[config.mk]
export PLATFORM = sky130hd
export DESIGN_NAME = wb_timeout_flat
export DESIGN_NICKNAME = d
export VERILOG_FILES = /design/src/rtl/wb_timeout_if.sv /design/src/rtl/wb_timeout.sv /design/src/flat_wrapper.sv
export SDC_FILE = /design/constraint.sdc
export NUM_CORES = 1
export LEC_CHECK = 0
export ABC_AREA = 1
export BUFFER_PORTS_ARGS = -buffer_cell sky130_fd_sc_hd__buf_2
export CAP_MARGIN = 20
export CORE_AREA = 2 2 101 103
export DETAILED_ROUTE_END_ITERATION = 16
export DIE_AREA = 0 0 103 105
export GPL_TIMING_DRIVEN = 0
export PLACE_DENSITY = 0.78
export SLEW_MARGIN = 20
export SYNTH_ARGS = -nofsm -noshare
export SYNTH_HDL_FRONTEND = slang
export SYNTH_SLANG_ARGS = --single-unit
[constraint.sdc]
create_clock -name clk -period 2.1 [get_ports clk]
set_clock_uncertainty 0.1 [all_clocks]
set_input_delay 0.105 -clock clk [delete_from_list [all_inputs] [get_ports clk]]
set_output_delay 0.105 -clock clk [all_outputs]
set_load 0.03 [all_outputs]
[src/rtl/wb_timeout_if.sv]
// Wishbone bus bundle shared by the watchdog's upstream and downstream sides.
// dat_w travels master->slave, dat_r travels slave->master.
interface wb_timeout_if #(
  parameter int DATA_WIDTH   = 32,
  parameter int ADDR_WIDTH   = 32,
  parameter int SELECT_WIDTH = DATA_WIDTH/8
);
  logic [ADDR_WIDTH-1:0]   adr;
  logic [DATA_WIDTH-1:0]   dat_w;
  logic [DATA_WIDTH-1:0]   dat_r;
  logic                    we;
  logic [SELECT_WIDTH-1:0] sel;
  logic                    stb;
  logic                    cyc;
  logic                    ack;
  logic                    err;
  logic                    rty;

  modport master (output adr, dat_w, we, sel, stb, cyc,
                  input  dat_r, ack, err, rty);
  modport slave  (input  adr, dat_w, we, sel, stb, cyc,
                  output dat_r, ack, err, rty);
endinterface

[src/rtl/wb_timeout.sv]
// Wishbone watchdog. Forwards the arbiter's granted cycle to the slave with
// zero latency, counts consecutive stalled strobe cycles and, once TIMEOUT
// of them have elapsed, spends one TERM cycle returning err upstream while
// dropping cyc/stb downstream so the slave abandons the access.
module wb_timeout #(
  parameter int DATA_WIDTH   = 32,
  parameter int ADDR_WIDTH   = 32,
  parameter int SELECT_WIDTH = DATA_WIDTH/8,
  parameter int TIMEOUT      = 1024,
  parameter int CNT_WIDTH    = 16
) (
  input  logic                  clk,
  input  logic                  rst,
  wb_timeout_if.slave           wbm,
  wb_timeout_if.master          wbs,
  input  logic                  enable,
  input  logic                  status_clr,
  output logic                  timeout_o,
  output logic [CNT_WIDTH-1:0]  timeout_count_o,
  output logic [ADDR_WIDTH-1:0] timeout_adr_o
);

  // Bits needed to hold 0..TIMEOUT-1 (at least one).
  function automatic int cnt_bits(input int t);
    int w;
    w = 1;
    while ((1 << w) < t) w++;
    return w;
  endfunction

  localparam int CW = cnt_bits(TIMEOUT);

  typedef enum logic {PASS, TERM} state_t;

  state_t          state, state_nxt;
  logic [CW-1:0]   cnt, cnt_nxt;
  logic            capture;
  logic            resp, stall;

  assign resp  = wbs.ack | wbs.err | wbs.rty;
  assign stall = enable & wbm.cyc & wbm.stb & ~resp;

  // Read data is never gated; the master only samples it with ack.
  assign wbm.dat_r = wbs.dat_r;

  // Next-state, stall counter and bus muxing; PASS forwards, TERM aborts.
  always_comb begin
    state_nxt = PASS;
    cnt_nxt   = '0;
    capture   = 1'b0;
    timeout_o = 1'b0;
    wbs.adr   = wbm.adr;
    wbs.dat_w = wbm.dat_w;
    wbs.we    = wbm.we;
    wbs.sel   = wbm.sel;
    wbs.stb   = wbm.stb;
    wbs.cyc   = wbm.cyc;
    wbm.ack   = wbs.ack & wbm.cyc;
    wbm.err   = wbs.err & wbm.cyc;
    wbm.rty   = wbs.rty & wbm.cyc;
    if (state == TERM) begin
      // Any late slave response is swallowed; the master sees only err.
      wbs.cyc   = 1'b0;
      wbs.stb   = 1'b0;
      wbm.ack   = 1'b0;
      wbm.err   = 1'b1;
      wbm.rty   = 1'b0;
      timeout_o = 1'b1;
    end else if (stall) begin
      if (cnt == CW'(TIMEOUT-1)) begin
        state_nxt = TERM;
        capture   = 1'b1;
      end else begin
        cnt_nxt = cnt + 1'b1;
      end
    end
  end

  // State and stall counter registers.
  always_ff @(posedge clk) begin
    if (rst) begin
      state <= PASS;
      cnt   <= '0;
    end else begin
      state <= state_nxt;
      cnt   <= cnt_nxt;
    end
  end

  // Sticky status: saturating timeout count and address of the last victim.
  // A clear landing on the TERM cycle still leaves the fresh address visible.
  always_ff @(posedge clk) begin
    if (rst) begin
      timeout_count_o <= '0;
      timeout_adr_o   <= '0;
    end else begin
      if (status_clr)
        timeout_count_o <= '0;
      else if (state == TERM && !(&timeout_count_o))
        timeout_count_o <= timeout_count_o + 1'b1;
      if (capture)
        timeout_adr_o <= wbm.adr;
      else if (status_clr && state != TERM)
        timeout_adr_o <= '0;
    end
  end

endmodule

[src/flat_wrapper.sv]
// flat-port wrapper written by rule: the top's interface ports become plain ports
module wb_timeout_flat 
#(
  parameter int DATA_WIDTH   = 32,
  parameter int ADDR_WIDTH   = 32,
  parameter int SELECT_WIDTH = DATA_WIDTH/8,
  parameter int TIMEOUT      = 1024,
  parameter int CNT_WIDTH    = 16
)
  (clk, rst, enable, status_clr, timeout_o, timeout_count_o, timeout_adr_o, wbm_adr, wbm_dat_w, wbm_we, wbm_sel, wbm_stb, wbm_cyc, wbm_dat_r, wbm_ack, wbm_err, wbm_rty, wbs_adr, wbs_dat_w, wbs_we, wbs_sel, wbs_stb, wbs_cyc, wbs_dat_r, wbs_ack, wbs_err, wbs_rty);
  wb_timeout_if #(.DATA_WIDTH(DATA_WIDTH), .ADDR_WIDTH(ADDR_WIDTH), .SELECT_WIDTH(SELECT_WIDTH)) wbm_i ();
  wb_timeout_if #(.DATA_WIDTH(DATA_WIDTH), .ADDR_WIDTH(ADDR_WIDTH), .SELECT_WIDTH(SELECT_WIDTH)) wbs_i ();
  input  logic clk;
  input  logic rst;
  input  logic enable;
  input  logic status_clr;
  output logic timeout_o;
  output logic [CNT_WIDTH-1:0] timeout_count_o;
  output logic [ADDR_WIDTH-1:0] timeout_adr_o;
  input wire logic [$bits(wbm_i.adr)-1:0] wbm_adr;
  input wire logic [$bits(wbm_i.dat_w)-1:0] wbm_dat_w;
  input wire logic [$bits(wbm_i.we)-1:0] wbm_we;
  input wire logic [$bits(wbm_i.sel)-1:0] wbm_sel;
  input wire logic [$bits(wbm_i.stb)-1:0] wbm_stb;
  input wire logic [$bits(wbm_i.cyc)-1:0] wbm_cyc;
  output wire logic [$bits(wbm_i.dat_r)-1:0] wbm_dat_r;
  output wire logic [$bits(wbm_i.ack)-1:0] wbm_ack;
  output wire logic [$bits(wbm_i.err)-1:0] wbm_err;
  output wire logic [$bits(wbm_i.rty)-1:0] wbm_rty;
  output wire logic [$bits(wbs_i.adr)-1:0] wbs_adr;
  output wire logic [$bits(wbs_i.dat_w)-1:0] wbs_dat_w;
  output wire logic [$bits(wbs_i.we)-1:0] wbs_we;
  output wire logic [$bits(wbs_i.sel)-1:0] wbs_sel;
  output wire logic [$bits(wbs_i.stb)-1:0] wbs_stb;
  output wire logic [$bits(wbs_i.cyc)-1:0] wbs_cyc;
  input wire logic [$bits(wbs_i.dat_r)-1:0] wbs_dat_r;
  input wire logic [$bits(wbs_i.ack)-1:0] wbs_ack;
  input wire logic [$bits(wbs_i.err)-1:0] wbs_err;
  input wire logic [$bits(wbs_i.rty)-1:0] wbs_rty;
  assign wbm_i.adr = wbm_adr;
  assign wbm_i.dat_w = wbm_dat_w;
  assign wbm_i.we = wbm_we;
  assign wbm_i.sel = wbm_sel;
  assign wbm_i.stb = wbm_stb;
  assign wbm_i.cyc = wbm_cyc;
  assign wbm_dat_r = wbm_i.dat_r;
  assign wbm_ack = wbm_i.ack;
  assign wbm_err = wbm_i.err;
  assign wbm_rty = wbm_i.rty;
  assign wbs_adr = wbs_i.adr;
  assign wbs_dat_w = wbs_i.dat_w;
  assign wbs_we = wbs_i.we;
  assign wbs_sel = wbs_i.sel;
  assign wbs_stb = wbs_i.stb;
  assign wbs_cyc = wbs_i.cyc;
  assign wbs_i.dat_r = wbs_dat_r;
  assign wbs_i.ack = wbs_ack;
  assign wbs_i.err = wbs_err;
  assign wbs_i.rty = wbs_rty;
  wb_timeout #(.DATA_WIDTH(DATA_WIDTH), .ADDR_WIDTH(ADDR_WIDTH), .SELECT_WIDTH(SELECT_WIDTH), .TIMEOUT(TIMEOUT), .CNT_WIDTH(CNT_WIDTH)) u_core (.clk(clk), .rst(rst), .wbm(wbm_i), .wbs(wbs_i), .enable(enable), .status_clr(status_clr), .timeout_o(timeout_o), .timeout_count_o(timeout_count_o), .timeout_adr_o(timeout_adr_o));
endmodule
==> implementation parameters <==
Parameter                              Value

Run status
  Outcome ... finished, final reports clean

Synth
  Main combinational cell family by area after synthesis ... simple AND/OR/NAND/NOR gates
  Proportion of synthesized area in mux cells ... 0
  Fraction of the mapped netlist area in adder cells ... 0.00718
  Seq/Total Area, Yosys ... 0.339
  Average footprint of a synthesized cell ... between 7 and 8 sq um
  Fraction of synthesized cell area in xor and xnor cells ... 0.0201
  Synthesized-area fraction occupied by ao, oa, aoi and oai cells ... 0.0201
  Basic-gate share of the synthesized area counting and, or, nand and nor cells ... 0.326
  Number of nets produced by synthesis ... between 500 and 600
  Post-Syn Instances ... approximately 480
  Flops & latches, synth ... 59
  Combined area of all synthesized cells ... 0.00349 sq mm
  Number of library cell types mapped by synthesis ... 29
  Synth warn ... 0

Worst setup path
  Worst R2R Setup Slack ... between 0.2 and 0.3 ns
  Top fanout value on the critical path ... 10
  Worst-path cell with the longest stage delay ... sky130_fd_sc_hd__dfxtp_1
  Delay of the slowest cell on the worst path ... between 0.3 and 0.4 ns
  Top cell family by delay on the critical path ... simple AND/OR/NAND/NOR gates
  CP Buf/Inv Count ... 1
  Required @ worst endpoint ... between 2 and 2.5 ns
  Kind of start point of the critical path ... flop
  Endpoint type of the worst setup path ... flop
  Critical Setup Path Class ... reg2reg
  Data arrival time at the worst-slack endpoint ... ~2 ns
  Worst-path cell chain ... ha_1 > nand2_1 > nor2_2 > nand2_2 > nor2_1 > nor2_1 > buf_2 > nand2_1 > a21oi_1

Power
  Power density over the cells ... 534 mW/mm^2
  VDD IR-drop max ... between 300 and 400 uV
  Leakage power total ... 2.77 nW
  Final Total Pwr ... 2.75 mW

GRT
  Via count of the first global-routing pass ... between 3000 and 4000
  Most used routing layer ... met2
  Largest net degree at the start of global routing ... 11
  GR Layer Usage met3 ... 0.0482
  GRT Total Usage ... 0.174
  Antenna violations before repair ... 0
  M1 GR Usage ... 0.195
  Fraction of met2 tracks used by global routing ... 0.301
  Remaining global-route overflow ... 0
  Global-route wire length before repair ... 14900 microns

Route
  DR DRC count ... 0
  Count of routing violations after the opening detailed-route iteration ... 104
  1st-pass router iterations ... 4
  Total length of routed wires ... about 9800 microns
  DR vias/cell ... roughly 4.3
  Antenna Violating Nets Remaining ... 0
  Via count of the routed design ... 3680
  Post-detailed-route wirelength per cell ... between 10 and 15 microns

Final layout
  Commonest cells after routing, fill and taps aside ... sky130_fd_sc_hd__buf_2, sky130_fd_sc_hd__nand2_1, sky130_fd_sc_hd__buf_4, sky130_fd_sc_hd__dfxtp_1, sky130_fd_sc_hd__nor2_1
  Final standard cell utilization of the core ... 0.533
  Layout overhead on the synthesized area ... 47.5%
  Most frequent standard cell in the layout excluding fill and tap cells ... sky130_fd_sc_hd__buf_2
  Fraction of final layout cells with drive strength greater than 1 ... 0.477
  Count of antenna diodes in the layout ... 0
  Final std cell area, no fill ... roughly 0.0051 sq mm
  Layout Nets ... approximately 830

CTS
  Total number of H-tree levels ... 3
  Number of clock buffers inserted by TritonCTS ... 9
  Clock-pin slew on the worst setup and hold paths ... 0.07 ns
  Clock tree sinks ... 59
  Clk_lat worst skew ... around 0.33 ns
  Master cell of the clock root buffer ... sky130_fd_sc_hd__clkbuf_8
  PostCTS Resize Cnt ... 0
  Worst-case clock buffer depth ... 2
  TritonCTS clock tree ... built

Place
  RD Place Congestion ... 0.754
  Number of buffer cells added on primary ports ... between 150 and 200
  Placed Area ... between 0.004 and 0.005 sq mm
  Detail Placement HPWL ... 7240 microns

STA
  Minimum clock period after layout ... 1.83 ns
  Post-route fraction of the period consumed by the critical path ... 0.873
  Number of pins with negative max-slew slack in the final report ... 0
  Total Negative Setup Slacks ... 0 ns
  Setup repair after global routing missed its margin ... no
  Achievable Freq ... roughly 0.55 GHz
  Headroom to the max-slew limit ... 0.587
  Worst-margin pin slew ... 0.618 ns
  Final number of setup-violating endpoints ... 0
  Hold Worst Slack ... around 0.067 ns
  Hold Violations, Final ... 0

Hold path
  Min-Delay Path Class ... in2reg

Die
  Y dimension of the die ... ~110 microns
  Die width ... ~100 microns
  Row count ... 36
  # IOs ... between 200 and 300
  Total die area ... 0.0108 sq mm
  Starting density of the core ... 0.362
  Area of the core ... between 0.009 and 0.01 sq mm

Run
  Max-cap violations ... 0
-- area by class of cell --
| class | instances | area, sq um |
|---|---|---|
| Buffer | 116 | 866 |
| Clock buffer | 11 | 141 |
| Clock inverter | 5 | 52.6 |
| Fill cell | 927 | 4500 |
| Inverter | 36 | 138 |
| Multi-Input combinational cell | 271 | 1300 |
| Sequential cell | 59 | 1180 |
| Tap cell | 133 | 166 |
| Timing Repair Buffer | 227 | 1300 |
-- tightest hold or removal path: cells and delay by family --
kind                   cells  cell delay, ns
and+or+nand+nor            3            0.26
buffers and inverters      1            0.09
-- flip-flops by register name (all words and copies together) (netlist names) --
signal,cells
u_core.state,1
u_core.timeout_count_o,16
u_core.cnt,10
u_core.timeout_adr_o,32
-- kinds of logic (layout without fill, tap and decap cells) --
logic type,Yosys count,after routing
adder cells (fa/ha/maj),2,2
flip-flops,59,59
AO/OA/AOI/OAI,14,14
buffers and inverters,152,395
AND/OR/NAND/NOR,247,247
XOR/XNOR,8,8
-- where the power goes --
| part | internal, mW | switching [mW] | leakage (nW) |
|---|---|---|---|
| sequential | 1.12 | 0.0000926 | 0.475 |
| clock | 0.574 | 0.448 | 0.0991 |
| combinational | 0.259 | 0.344 | 2.19 |
-- metal layers --
layer,vias up,part of all wire
li1,1894,-
met1,1587,0.40
met5,-,0
met4,0,0.023
met2,180,0.48
met3,19,0.093
-- worst paths after layout --
kind / from / endpoint / cells after the start
max: u_core.timeout_count_o[0]$_SDFFE_PP0P_ / u_core.timeout_count_o[11]$_SDFFE_PP0P_ / 9
min: rst / u_core.timeout_count_o[12]$_SDFFE_PP0P_ / 4
max reg2reg: u_core.timeout_count_o[0]$_SDFFE_PP0P_ / u_core.timeout_count_o[11]$_SDFFE_PP0P_ / 9
min reg2reg: u_core.timeout_adr_o[11]$_SDFFE_PP0P_ / u_core.timeout_adr_o[11]$_SDFFE_PP0P_ / 2
-- cell usage after synthesis, drive strengths merged --
master / count / area (sq um)
nand2: 140 / 573
buf: 115 / 862
dfxtp: 59 / 1180
nor2: 52 / 219
nand4: 37 / 231
inv: 36 / 138
nand3: 12 / 65.1
a21oi: 10 / 50.1
xor2: 6 / 52.6
o21ai: 4 / 20.0
nor3: 3 / 26.3
ha: 2 / 25.0
xnor2: 2 / 17.5
clkbuf: 1 / 3.75
nand3b: 1 / 7.51
nor3b: 1 / 7.51
or2: 1 / 6.26
-- metrics by stage --
stage               instances  setup slack (ns)
global placement          810             0.314
finish                    858             0.266
global route              858            0.0823
floorplan                 482             0.305
detailed placement        810             0.280
CTS                       858             0.262
-- timing repair --
action                                 4_1_cts  5_1_grt
hold buffers                                32        0
setup buffers                                0        0
endpoints found under the hold margin       32        0
Note: power is estimated with default switching activity, not from simulation.
